$ cat config.mk
export PLATFORM = sky130hd
export DESIGN_NAME = in_port_ctrl
export DESIGN_NICKNAME = d
export VERILOG_FILES = /design/src/rtl/in_port_ctrl.sv
export SDC_FILE = /design/constraint.sdc
export NUM_CORES = 1
export LEC_CHECK = 0
export CORE_UTILIZATION = 35
export CTS_BUF_LIST = sky130_fd_sc_hd__clkbuf_16
export DETAILED_ROUTE_END_ITERATION = 8
export PLACE_DENSITY = 0.6
export SLEW_MARGIN = 15
export SYNTH_ARGS = -nofsm -noshare
export SYNTH_HDL_FRONTEND = slang
export SYNTH_SLANG_ARGS = --single-unit
export TNS_END_PERCENT = 1
$ cat constraint.sdc
create_clock -name clk -period 6.5 [get_ports clk]
set_clock_uncertainty 0.1 [all_clocks]
set_input_delay 1.95 -clock clk [delete_from_list [all_inputs] [get_ports clk]]
set_output_delay 1.95 -clock clk [all_outputs]
set_load 0.1 [all_outputs]
$ cat src/rtl/in_port_ctrl.sv
// ============================================================================
// in_port_ctrl
// ----------------------------------------------------------------------------
// Input-port unit for the pipelined CPU wrapper. It is the inbound counterpart
// of the O_Port output path. An external producer pushes bytes into a small
// first-word-fall-through FIFO over a valid/ready handshake. The IN
// instruction pops one byte. While the FIFO is empty, an IN in EX stalls the
// pipeline.
//
// Parameters
//   DEPTH       FIFO entries (power of 2, >= 2)
//   DW          data width (CPU datapath width)
//
// Ports
//   clk         system clock, rising edge
//   rst         synchronous reset, active-high
//   ext_data    byte offered by the external producer
//   ext_valid   producer offers ext_data this cycle
//   ext_ready   FIFO can accept a byte (push = ext_valid & ext_ready)
//   in_rd       IN instruction in EX requests a byte
//   in_data     FIFO head; zero while the FIFO is empty
//   in_stall    in_rd while the FIFO is empty; the pipeline holds EX
//   fifo_level  current occupancy, 0..DEPTH
//   irq         data-available interrupt pulse
//
// Configuration
//   IN_PORT_IRQ_EN  When defined, irq is a registered one-cycle pulse on every
//                   empty -> non-empty transition. When undefined, irq is
//                   tied to 0 and the edge-detect flop does not exist.
// ============================================================================
module in_port_ctrl #(
    parameter int DEPTH = 4,
    parameter int DW    = 8
) (
    input  logic                       clk,
    input  logic                       rst,
    input  logic [DW-1:0]              ext_data,
    input  logic                       ext_valid,
    output logic                       ext_ready,
    input  logic                       in_rd,
    output logic [DW-1:0]              in_data,
    output logic                       in_stall,
    output logic [$clog2(DEPTH):0]     fifo_level,
    output logic                       irq
);

    localparam int PTR_W = $clog2(DEPTH);
    localparam int LVL_W = PTR_W + 1;

    logic [DW-1:0]    mem [DEPTH];
    logic [PTR_W-1:0] wr_ptr;
    logic [PTR_W-1:0] rd_ptr;
    logic [LVL_W-1:0] level;
    logic             empty;
    logic             push;
    logic             pop;

    assign empty = (level == '0);

    // ext_ready depends only on the registered level. A pop in the same cycle
    // does not open a slot, so a full FIFO never pushes through.
    assign ext_ready = (level != LVL_W'(DEPTH));
    assign push      = ext_valid & ext_ready;
    assign pop       = in_rd & ~empty;

    // There is no bypass path. A byte pushed into an empty FIFO appears at the
    // head one cycle later, so the stall covers the push cycle too.
    assign in_stall   = in_rd & empty;
    assign in_data    = empty ? '0 : mem[rd_ptr];
    assign fifo_level = level;

    // Storage and pointers. The level counter is kept separately from the
    // pointers, so full and empty are told apart without an extra pointer bit.
    always_ff @(posedge clk) begin
        if (rst) begin
            wr_ptr <= '0;
            rd_ptr <= '0;
            level  <= '0;
        end else begin
            if (push) begin
                mem[wr_ptr] <= ext_data;
                wr_ptr      <= wr_ptr + PTR_W'(1);
            end
            if (pop) begin
                rd_ptr <= rd_ptr + PTR_W'(1);
            end
            case ({push, pop})
                2'b10:   level <= level + LVL_W'(1);
                2'b01:   level <= level - LVL_W'(1);
                default: level <= level;
            endcase
        end
    end

`ifdef IN_PORT_IRQ_EN
    logic irq_q;

    // A push while the FIFO is empty is exactly the empty -> non-empty edge.
    // No pop can happen while the FIFO is empty, so that push always raises
    // the level. The pulse is high during the first cycle the data is
    // available.
    always_ff @(posedge clk) begin
        if (rst) begin
            irq_q <= 1'b0;
        end else begin
            irq_q <= push & empty;
        end
    end

    assign irq = irq_q;
`else
    assign irq = 1'b0;
`endif

endmodule

# Word-level counts from Yosys, hierarchy flattened

Memory sizes are Yosys's and may differ from the RTL's. A register that Yosys moved wholly into a read port is not among the register bits.
Index checks and enable logic that the tools add are counted.

Flip-flop bits (word level): 7
Bits in writable memories: 32
Input port bits: 12
Word-level logic and storage cells: 24
Memories kept: 1

$add $sub $neg: 4
Eq/ne operators: 3
Muxes and demuxes: 7
Bitwise operators: 4
Reductions and logical operators: 2

Memories:

| memory | words | bits a word | rd ports | clocked after memory_dff | write ports | line | source |
|---|---|---|---|---|---|---|---|
| mem    | 4     | 8           | 1        | 1                        | 1           | 50   | `logic [DW-1:0] mem [DEPTH];` |

Operators with widths:

| cell                                                | count |
|---|---|
| two-way mux 8 bit                                   | 1 |
| case mux 3 bit (2 select lines)                     | 1 |
| adder 2 x 1 -> 2 bit, second input constant         | 2 |
| two-way mux 2 bit                                   | 2 |
| adder 3 x 1 -> 3 bit, second input constant         | 1 |
| AND 1 bit                                           | 3 |
| logical NOT 3 bit                                   | 1 |
| two-way mux 1 bit                                   | 3 |
| != test 3 bit, second input constant                | 1 |
| subtractor 3 x 1 -> 3 bit, second input constant    | 1 |
| equality test 2 x 1 -> 1 bit, second input constant | 1 |
| equality test 2 bit, second input constant          | 1 |
| nonzero test 2 bit                                  | 1 |
| inverter 1 bit                                      | 1 |

# Depth between registers and ports, before layout

Gate-level depths: netlist of the first run.

Depth in word-level cells: 5
Depth in mapped cells: 9
Mapped depth without buffers: 9

# Worst setup path after synthesis of the first run

No wires, ideal clock.

Path kind: register to output
Start point: register level[1] (netlist: fifo_level[1])
End point: output in_data[0]
Arrival time: 2.727 ns
Required time: 4.450 ns
Setup slack: 1.723 ns
Cell stages (with the launch flop): 4
Cell sequence: dfxtp_1 -> nor3_1 -> clkbuf_1 -> nor2b_1

Longest elaborated chain between the ends: 2

Ends and longest elaborated chain:

| item                   | line | source |
|---|---|---|
| from (decl)            | 53   | `logic [LVL_W-1:0] level;` |
| from (signal assigned) | 88   | `2'b10: level <= level + LVL_W'(1);` |
| from (signal assigned) | 89   | `2'b01: level <= level - LVL_W'(1);` |
| from (signal assigned) | 90   | `default: level <= level;` |
| logical NOT 3 bit      | 58   | `assign empty = (level == '0);` |
| two-way mux 8 bit      | 69   | `assign in_data = empty ? '0 : mem[rd_ptr];` |
| to (decl)              | 41   | `output logic [DW-1:0] in_data,` |

No other way between the ends.

# Worst setup path after layout of the first run

Start point: input in_rd
End point: output in_stall

Longest elaborated chain between the ends: 1

Ends and longest elaborated chain:

| item        | line | source |
|---|---|---|
| from (decl) | 40   | `input logic in_rd,` |
| AND 1 bit   | 68   | `assign in_stall = in_rd & empty;` |
| to (decl)   | 42   | `output logic in_stall,` |

No other way between the ends.

==> flow_metrics.env, run 1 <==
export IMPL_synth_nets=125
export IMPL_holdCritPathClass="reg -> reg"
export IMPL_wl_per_cell_um=14.8
export IMPL_cts_resized=0
export IMPL_synth_cell_type_count=27
export IMPL_vias_per_cell=4.71
export IMPL_slew_headroom_pct=34.9
export IMPL_cts_root_buf="clkbuf_16"
export IMPL_hold_depth=2
export IMPL_cts_tree="done"
export IMPL_cts_inserted_buffers=5
export IMPL_worstSetupPathType="in -> out"
export IMPL_core_area_um2=4690
export IMPL_final_max_slew_viol_count=0
export IMPL_n_antenna_cell=0
export IMPL_clkLatencyLatePin_ns=0.28
export IMPL_tightest_slew_ns=0.974
export IMPL_critPathLaunch="in_rd"
export IMPL_synth_compound_area_share_pct=1.91
export IMPL_grt_usage_pct=13.1
export IMPL_arrival_ns=2.89
export IMPL_via_count=909
export IMPL_mostFrequentLayoutCells="32 x edfxtp_1, 23 x clkdlybuf4s50_1, 9 x dfxtp_1"
export IMPL_path_clk_slew_ns=0.06
export IMPL_synth_edff_count=32
export IMPL_area_delta_synth_final_pct=28.2
export IMPL_nFillCells=423
export IMPL_grt_max_degree=15
export IMPL_die_area_um2=5160
export IMPL_yosysTopAreaCellShare_pct=56.3
export IMPL_grt_first_pass_wirelength_um=4750
export IMPL_fin_crit_sh_pct=76.1
export IMPL_port_buffers=24
export IMPL_route_detailed_drc=0
export IMPL_antenna_found_initial=0
export IMPL_netlist_top_cells_area="edfxtp_1 56%, dfxtp_1 11%, mux4_2 11%"
export IMPL_synthFlopType="edfxtp_1"
export IMPL_end_kind="primary output"
export IMPL_antenna_left=0
export IMPL_htreeDepth=2
export IMPL_dp_cells=185
export IMPL_drive_gt1_share_pct=17.3
export IMPL_yosys_warnings=0
export IMPL_synthCells=107
export IMPL_syn_area_per_cell_um2=15.9
export IMPL_dp_hpwl_um=1940
export IMPL_fp_dieH_um=71.8
export IMPL_finalWeightedCongestion=0.677
export IMPL_overflow=0
export IMPL_rsz0062_at_grt="no"
export IMPL_num_rows=25
export IMPL_hold_buffers=0
export IMPL_routed_wl_um=2850
export IMPL_final_common_cell="edfxtp_1"
export IMPL_io_pins=26
export IMPL_cap_viol_max_count=0
export IMPL_ys_seq_elements=41
export IMPL_rr_startpoint="fifo_level[2]$_SDFFE_PP0P_"
export IMPL_fin_crit_ns=4.94
export IMPL_place_ws_ns=1.55
export IMPL_first_pass_iters=4
export IMPL_reg2reg_depth=9
export IMPL_fin_cells=193
export IMPL_cts_sinks=41
export IMPL_die_width_um=71.8
export IMPL_hold_viol=0
export IMPL_ys_seq_area_share_pct=66.9
export IMPL_drtIter0Drc=71
export IMPL_layout_nets=156
export IMPL_fin_ws_ns=1.56
export IMPL_crit_path_max_fanout=3
export IMPL_cts_max_path_buffers=2
export IMPL_startpoint_type="input pin"
export IMPL_ys_async_sr_fraction_pct=0
export IMPL_grt_pass1_vias=1010
export IMPL_synth_area_um2=1710
export IMPL_synth_top_family_by_area="multiplexers"
export IMPL_fin_tns_setup_ns=0
export IMPL_synth_xor_area_share_pct=1.54
export IMPL_postCtsSetupBuffers=0
export IMPL_muxShareOfSynthArea_pct=12.0
export IMPL_setup_viol=0
export IMPL_crit_required_ns=4.45
export IMPL_status="finished clean"
export IMPL_max_freq_mhz=202
export IMPL_initial_utilization_pct=36.4
export IMPL_synthAdderAreaFrac_pct=4.84
export IMPL_synth_simple_area_share_pct=9.68
export IMPL_synth_top_cell_by_area="edfxtp_1"
export IMPL_min_from="rd_ptr[1]$_SDFFE_PP0N_"
-- worst paths after layout --
path / slack (ns) / end
setup / recovery: 1.56 / in_stall
hold / removal: 0.40 / rd_ptr[1]$_SDFFE_PP0N_
setup reg to reg: 3.83 / fifo_level[2]$_SDFFE_PP0P_
hold reg to reg: 0.40 / rd_ptr[1]$_SDFFE_PP0N_
-- stage by stage --
step / area (um^2) / hold WS (ns) / utilization [%]
finish: 2190 / 0.396 / 46.6
global placement: 2030 / 0.369 / 43.2
floorplan: 1710 / 0.359 / -
CTS: 2190 / 0.402 / 46.6
detailed placement: 2030 / 0.394 / 43.2
global route: 2190 / 0.427 / 46.6
-- final cells by class --
cell class                      count  area [um^2]  share of cell area (%)
Sequential cell                    41         1140                    52.2
Multi-Input combinational cell     54          515                    23.6
Timing Repair Buffer               29          275                    12.6
Clock buffer                        6          150                    6.86
Tap cell                           54         67.6                    3.09
Inverter                            7         26.3                    1.20
Clock inverter                      2         11.3                   0.515
-- synth_stat cells, drive strengths merged (2+ instances only) --
cell and n:
nor3b 4, nand2b 2, inv 7, ha 5
and2 2, o21ai 2, xor2 3, nor2 7
buf 2, mux4 8, or3 2, clkbuf 3
edfxtp 32, dfxtp 9, nor2b 8, a21oi 3
-- sequential cells by signal, summed over array words and instances, names as in the netlist, named ones only --
signal and flops:
mem 32, fifo_level 3, rd_ptr 2, wr_ptr 2
-- cells by family after synthesis --
kind of cell / count (synthesis)
buffers and inverters: 12
other: 1
AND/OR/NAND/NOR: 28
adder cells (fa/ha/maj): 6
multiplexers: 10
AO/OA/AOI/OAI: 6
flip-flops: 41
XOR/XNOR: 3
-- routing by layer --
metal  vias up  GRT usage (%)  share of wire (%)
met4         0           6.54                2.4
met3         6           5.34                6.3
met2        26           21.7                 49
met5         -              0                  0
met1       430           14.5                 43
li1        447              -                  -
-- critical path, cell delays in order --
cell and delay (ns):
clkdlybuf4s50_1 0.52, and2_1 0.14, buf_4 0.28
Power of run 1 is not shown: default switching activity piles up to over one toggle a cycle in this logic, so the estimate is an artifact.
==> run 2, diff against run 1 <==
==> constraint.sdc (replaced) <==
create_clock -name clk -period 4.9 [get_ports clk]
set_clock_uncertainty 0.1 [all_clocks]
set_input_delay 1.47 -clock clk [delete_from_list [all_inputs] [get_ports clk]]
set_output_delay 1.47 -clock clk [all_outputs]
set_load 0.1 [all_outputs]
==> run 2 against run 1 <==
Core utilization is essentially flat; worst hold slack improved by 0.0028 ns; routed wire length fell by 3.5%; final area about the same; critical endpoint is now in_data[0]; largest cell class unchanged.
==> flow_metrics.env, run 2 (synthesized netlist as in run 1, its figures left out) <==
export IMPL_status="finished clean"
export IMPL_area_delta_synth_final_pct=28.2
export IMPL_port_buffers=24
export IMPL_min_from="rd_ptr[1]$_SDFFE_PP0N_"
export IMPL_utilization_pct=46.6
export IMPL_final_common_cell="edfxtp_1"
export IMPL_hold_buffers=0
export IMPL_htreeDepth=2
export IMPL_mostFrequentLayoutCells="32 x edfxtp_1, 23 x clkdlybuf4s50_1, 9 x dfxtp_1"
export IMPL_rr_startpoint="fifo_level[2]$_SDFFE_PP0P_"
export IMPL_dp_hpwl_um=1880
export IMPL_critPathMaxStageDelay_ns=0.96
export IMPL_vias_per_cell=4.80
export IMPL_fin_tns_setup_ns=0
export IMPL_rsz0062_at_grt="no"
export IMPL_crit_path_max_fanout=8
export IMPL_hold_viol=0
export IMPL_regMostFlops="mem"
export IMPL_slowest_stage="clkdlybuf4s50_1"
export IMPL_cts_max_path_buffers=2
export IMPL_num_rows=25
export IMPL_crit_family="buffers and inverters"
export IMPL_drive_gt1_share_pct=16.5
export IMPL_grt_max_degree=15
export IMPL_cts_tree="done"
export IMPL_postCtsSetupBuffers=0
export IMPL_cts_inserted_buffers=5
export IMPL_die_area_um2=5160
export IMPL_fin_cells=193
export IMPL_setup_viol=0
export IMPL_path_clk_slew_ns=0.06
export IMPL_fp_dieH_um=71.8
export IMPL_final_max_slew_viol_count=0
export IMPL_wl_per_cell_um=14.2
export IMPL_antenna_left=0
export IMPL_routed_wl_um=2750
export IMPL_grt_first_pass_wirelength_um=4740
export IMPL_layout_nets=156
export IMPL_overflow=0
export IMPL_antenna_found_initial=0
export IMPL_route_detailed_drc=0
export IMPL_holdCritPathClass="reg -> reg"
export IMPL_fin_crit_sh_pct=85.6
export IMPL_end_kind="primary output"
export IMPL_initial_utilization_pct=36.4
export IMPL_cts_sinks=41
export IMPL_cp_cell_sequence="mux4_2 > nor2b_1 > clkdlybuf4s50_1"
export IMPL_drtIter0Drc=49
export IMPL_fin_crit_ns=4.20
export IMPL_slew_headroom_pct=35.1
export IMPL_grt_pass1_vias=1013
export IMPL_grt_usage_pct=12.7
export IMPL_die_width_um=71.8
export IMPL_via_count=927
export IMPL_crit_required_ns=3.33
export IMPL_path_buf_inv=1
export IMPL_tightest_slew_ns=0.970
export IMPL_dp_cells=185
export IMPL_max_freq_mhz=238
export IMPL_largest_reg_flops=32
export IMPL_core_area_um2=4690
export IMPL_arrival_ns=2.63
export IMPL_io_pins=26
export IMPL_cap_viol_max_count=0
export IMPL_clkLatencyLatePin_ns=0.27
export IMPL_finalWeightedCongestion=0.694
export IMPL_startpoint_type="flip-flop"
export IMPL_worstSetupPathType="reg -> out"
export IMPL_cts_resized=0
export IMPL_n_antenna_cell=0
export IMPL_cts_root_buf="clkbuf_16"
export IMPL_first_pass_iters=4
## run 2: final cells by class
class,count,area (um^2)
repair buffers,29,275
fillers,407,2500
clock buffers,5,125
inverters,7,26.3
clock inverters,3,37.5
well taps,54,67.6
multi-input cells,54,515
flip-flops and latches,41,1140
## run 2: final timing paths
path	end	slack (ns)	depth (start not counted)
worst max-delay path	in_data[0]	0.70	3
worst min-delay path	flip-flop	0.40	2
worst max register to register	fifo_level[2]$_SDFFE_PP0P_	2.26	9
worst min register to register	flip-flop	0.40	2
## run 2: through the flow
step	setup WS (ns)	hold WS, ns	cell area [um^2]
after CTS	0.616	0.402	2190
after global placement	0.931	0.371	2030
final	0.703	0.398	2190
after global routing	0.565	0.425	2190
after detailed placement	0.931	0.393	2030
after floorplan	0.603	0.359	1710
## run 2: per-layer routing
metal	part of all wire, %	track usage [%]	up-vias
met5	0	0	-
met4	1.7	6.54	0
met3	5.3	3.80	5
met2	50	20.8	27
met1	43	15.1	449
li1	-	-	446
## run 2: tightest hold or removal path: cells and delay by family (launching register included)
family	cells	cell delay [ns]
DFF	1	0.31
AOI/OAI and AO/OA	2	0.13
Power of run 2 is left out for the same reason.
==> run 3, diff against run 2 <==
--- a/config.mk
+++ b/config.mk
@@ -5,10 +5,12 @@
 export SDC_FILE = /design/constraint.sdc
 export NUM_CORES = 1
 export LEC_CHECK = 0
+export ABC_CLOCK_PERIOD_IN_PS = 4900
 export CORE_UTILIZATION = 35
 export CTS_BUF_LIST = sky130_fd_sc_hd__clkbuf_16
 export DETAILED_ROUTE_END_ITERATION = 8
-export PLACE_DENSITY = 0.6
+export PLACE_DENSITY_LB_ADDON = 0.08
+export REMOVE_ABC_BUFFERS = 1
 export SLEW_MARGIN = 15
 export SYNTH_ARGS = -nofsm -noshare
 export SYNTH_HDL_FRONTEND = slang
==> run 3 against run 2 <==
First-iteration DRC count is 49% higher; non-clock buffer count is 1 lower; global-route usage is 0.75 points lower; die area stayed put; critical endpoint is now in_data[3]; largest cell class unchanged.
==> flow_metrics.env, run 3 (synthesized netlist as in run 1, its figures left out) <==
export IMPL_num_rows=25
export IMPL_arrival_ns=2.64
export IMPL_end_kind="primary output"
export IMPL_setup_viol=0
export IMPL_holdCritPathClass="reg -> reg"
export IMPL_place_ws_ns=0.932
export IMPL_grt_pass1_vias=889
export IMPL_crit_path_max_fanout=8
export IMPL_overflow=0
export IMPL_postCtsSetupBuffers=0
export IMPL_nFillCells=433
export IMPL_grt_first_pass_wirelength_um=4260
export IMPL_hold_viol=0
export IMPL_final_max_slew_viol_count=0
export IMPL_finalWeightedCongestion=0.727
export IMPL_cts_inserted_buffers=5
export IMPL_antenna_found_initial=0
export IMPL_fin_ws_ns=0.695
export IMPL_dp_hpwl_um=1900
export IMPL_die_area_um2=5160
export IMPL_initial_utilization_pct=36.4
export IMPL_route_detailed_drc=0
export IMPL_cts_max_path_buffers=2
export IMPL_io_pins=26
export IMPL_layout_nets=155
export IMPL_fin_crit_sh_pct=85.8
export IMPL_rsz0062_at_grt="no"
export IMPL_first_pass_iters=4
export IMPL_crit_required_ns=3.33
export IMPL_mostFrequentLayoutCells="32 x edfxtp_1, 23 x clkdlybuf4s50_1, 9 x dfxtp_1"
export IMPL_largest_reg_flops=32
export IMPL_final_common_cell="edfxtp_1"
export IMPL_cap_viol_max_count=0
export IMPL_slew_headroom_pct=35.1
export IMPL_n_antenna_cell=0
export IMPL_startpoint_type="flip-flop"
export IMPL_dp_cells=184
export IMPL_die_width_um=71.8
export IMPL_fin_crit_ns=4.21
export IMPL_drive_gt1_share_pct=18.1
export IMPL_clkLatencyLatePin_ns=0.28
export IMPL_cts_resized=0
export IMPL_cts_sinks=41
export IMPL_hold_buffers=0
export IMPL_antenna_left=0
export IMPL_drtIter0Drc=73
export IMPL_holdWs_ns=0.398
export IMPL_routed_wl_um=2800
export IMPL_wl_per_cell_um=14.6
export IMPL_via_count=919
export IMPL_status="finished clean"
export IMPL_fin_tns_setup_ns=0
export IMPL_grt_max_degree=16
export IMPL_grt_usage_pct=11.9
export IMPL_tightest_slew_ns=0.971
export IMPL_vias_per_cell=4.79
export IMPL_cts_root_buf="clkbuf_16"
export IMPL_regMostFlops="mem"
export IMPL_htreeDepth=2
export IMPL_core_area_um2=4690
export IMPL_cts_tree="done"
export IMPL_rr_startpoint="fifo_level[2]$_SDFFE_PP0P_"
export IMPL_port_buffers=24
export IMPL_path_clk_slew_ns=0.06
export IMPL_area_delta_synth_final_pct=27.3
export IMPL_fin_cells=192
export IMPL_fp_dieH_um=71.8
export IMPL_worstSetupPathType="reg -> out"
export IMPL_min_from="rd_ptr[1]$_SDFFE_PP0N_"
export IMPL_max_freq_mhz=238
-- run 3: changes by cell type in the layout (fill, tap and decap cells not counted), sizes merged --
cell | previous run | this run
buf | 6 | 5
bufinv | 1 | 0
clkinv | 1 | 0
clkinvlp | 0 | 1
inv | 8 | 9
-- run 3: worst paths after layout --
check                           slack [ns]  cells past startpoint                          to
worst max-delay path                  0.69                      3                  in_data[3]
worst min register to register        0.40                      2      rd_ptr[1]$_SDFFE_PP0N_
worst min-delay path                  0.40                      2      rd_ptr[1]$_SDFFE_PP0N_
worst max register to register        2.28                      9  fifo_level[2]$_SDFFE_PP0P_
-- run 3: worst max-delay path, stage by stage, from the launching register on --
cell and delay (ns):
dfxtp_1 0.67, mux4_2 0.57, nor2b_1 0.15, clkdlybuf4s50_1 0.96
-- run 3: layout make-up --
cell class / count / area, um^2 / share of cell area, %
tap: 54 / 67.6 / 3.11
clock buffer: 5 / 125 / 5.76
inverter: 7 / 26.3 / 1.21
multi-input combinational: 54 / 520 / 23.9
clock inverter: 3 / 25.0 / 1.15
timing repair buffer: 28 / 268 / 12.3
sequential: 41 / 1140 / 52.5
-- run 3: metrics by stage --
step | cell area (um^2) | utilization [%]
after floorplan | 1680 | -
after global placement | 2020 | 43.1
after detailed placement | 2020 | 43.1
after CTS | 2170 | 46.3
after global routing | 2170 | 46.3
final | 2170 | 46.3
-- run 3: layer usage --
metal  part of all wire (%)  wire (um)  GRT usage [%]
met5                      0          0              0
met2                     49       1380           19.7
met4                    2.0         57           5.88
met3                    2.8         79           3.52
met1                     46       1280           14.2
Power of run 3 is left out for the same reason.
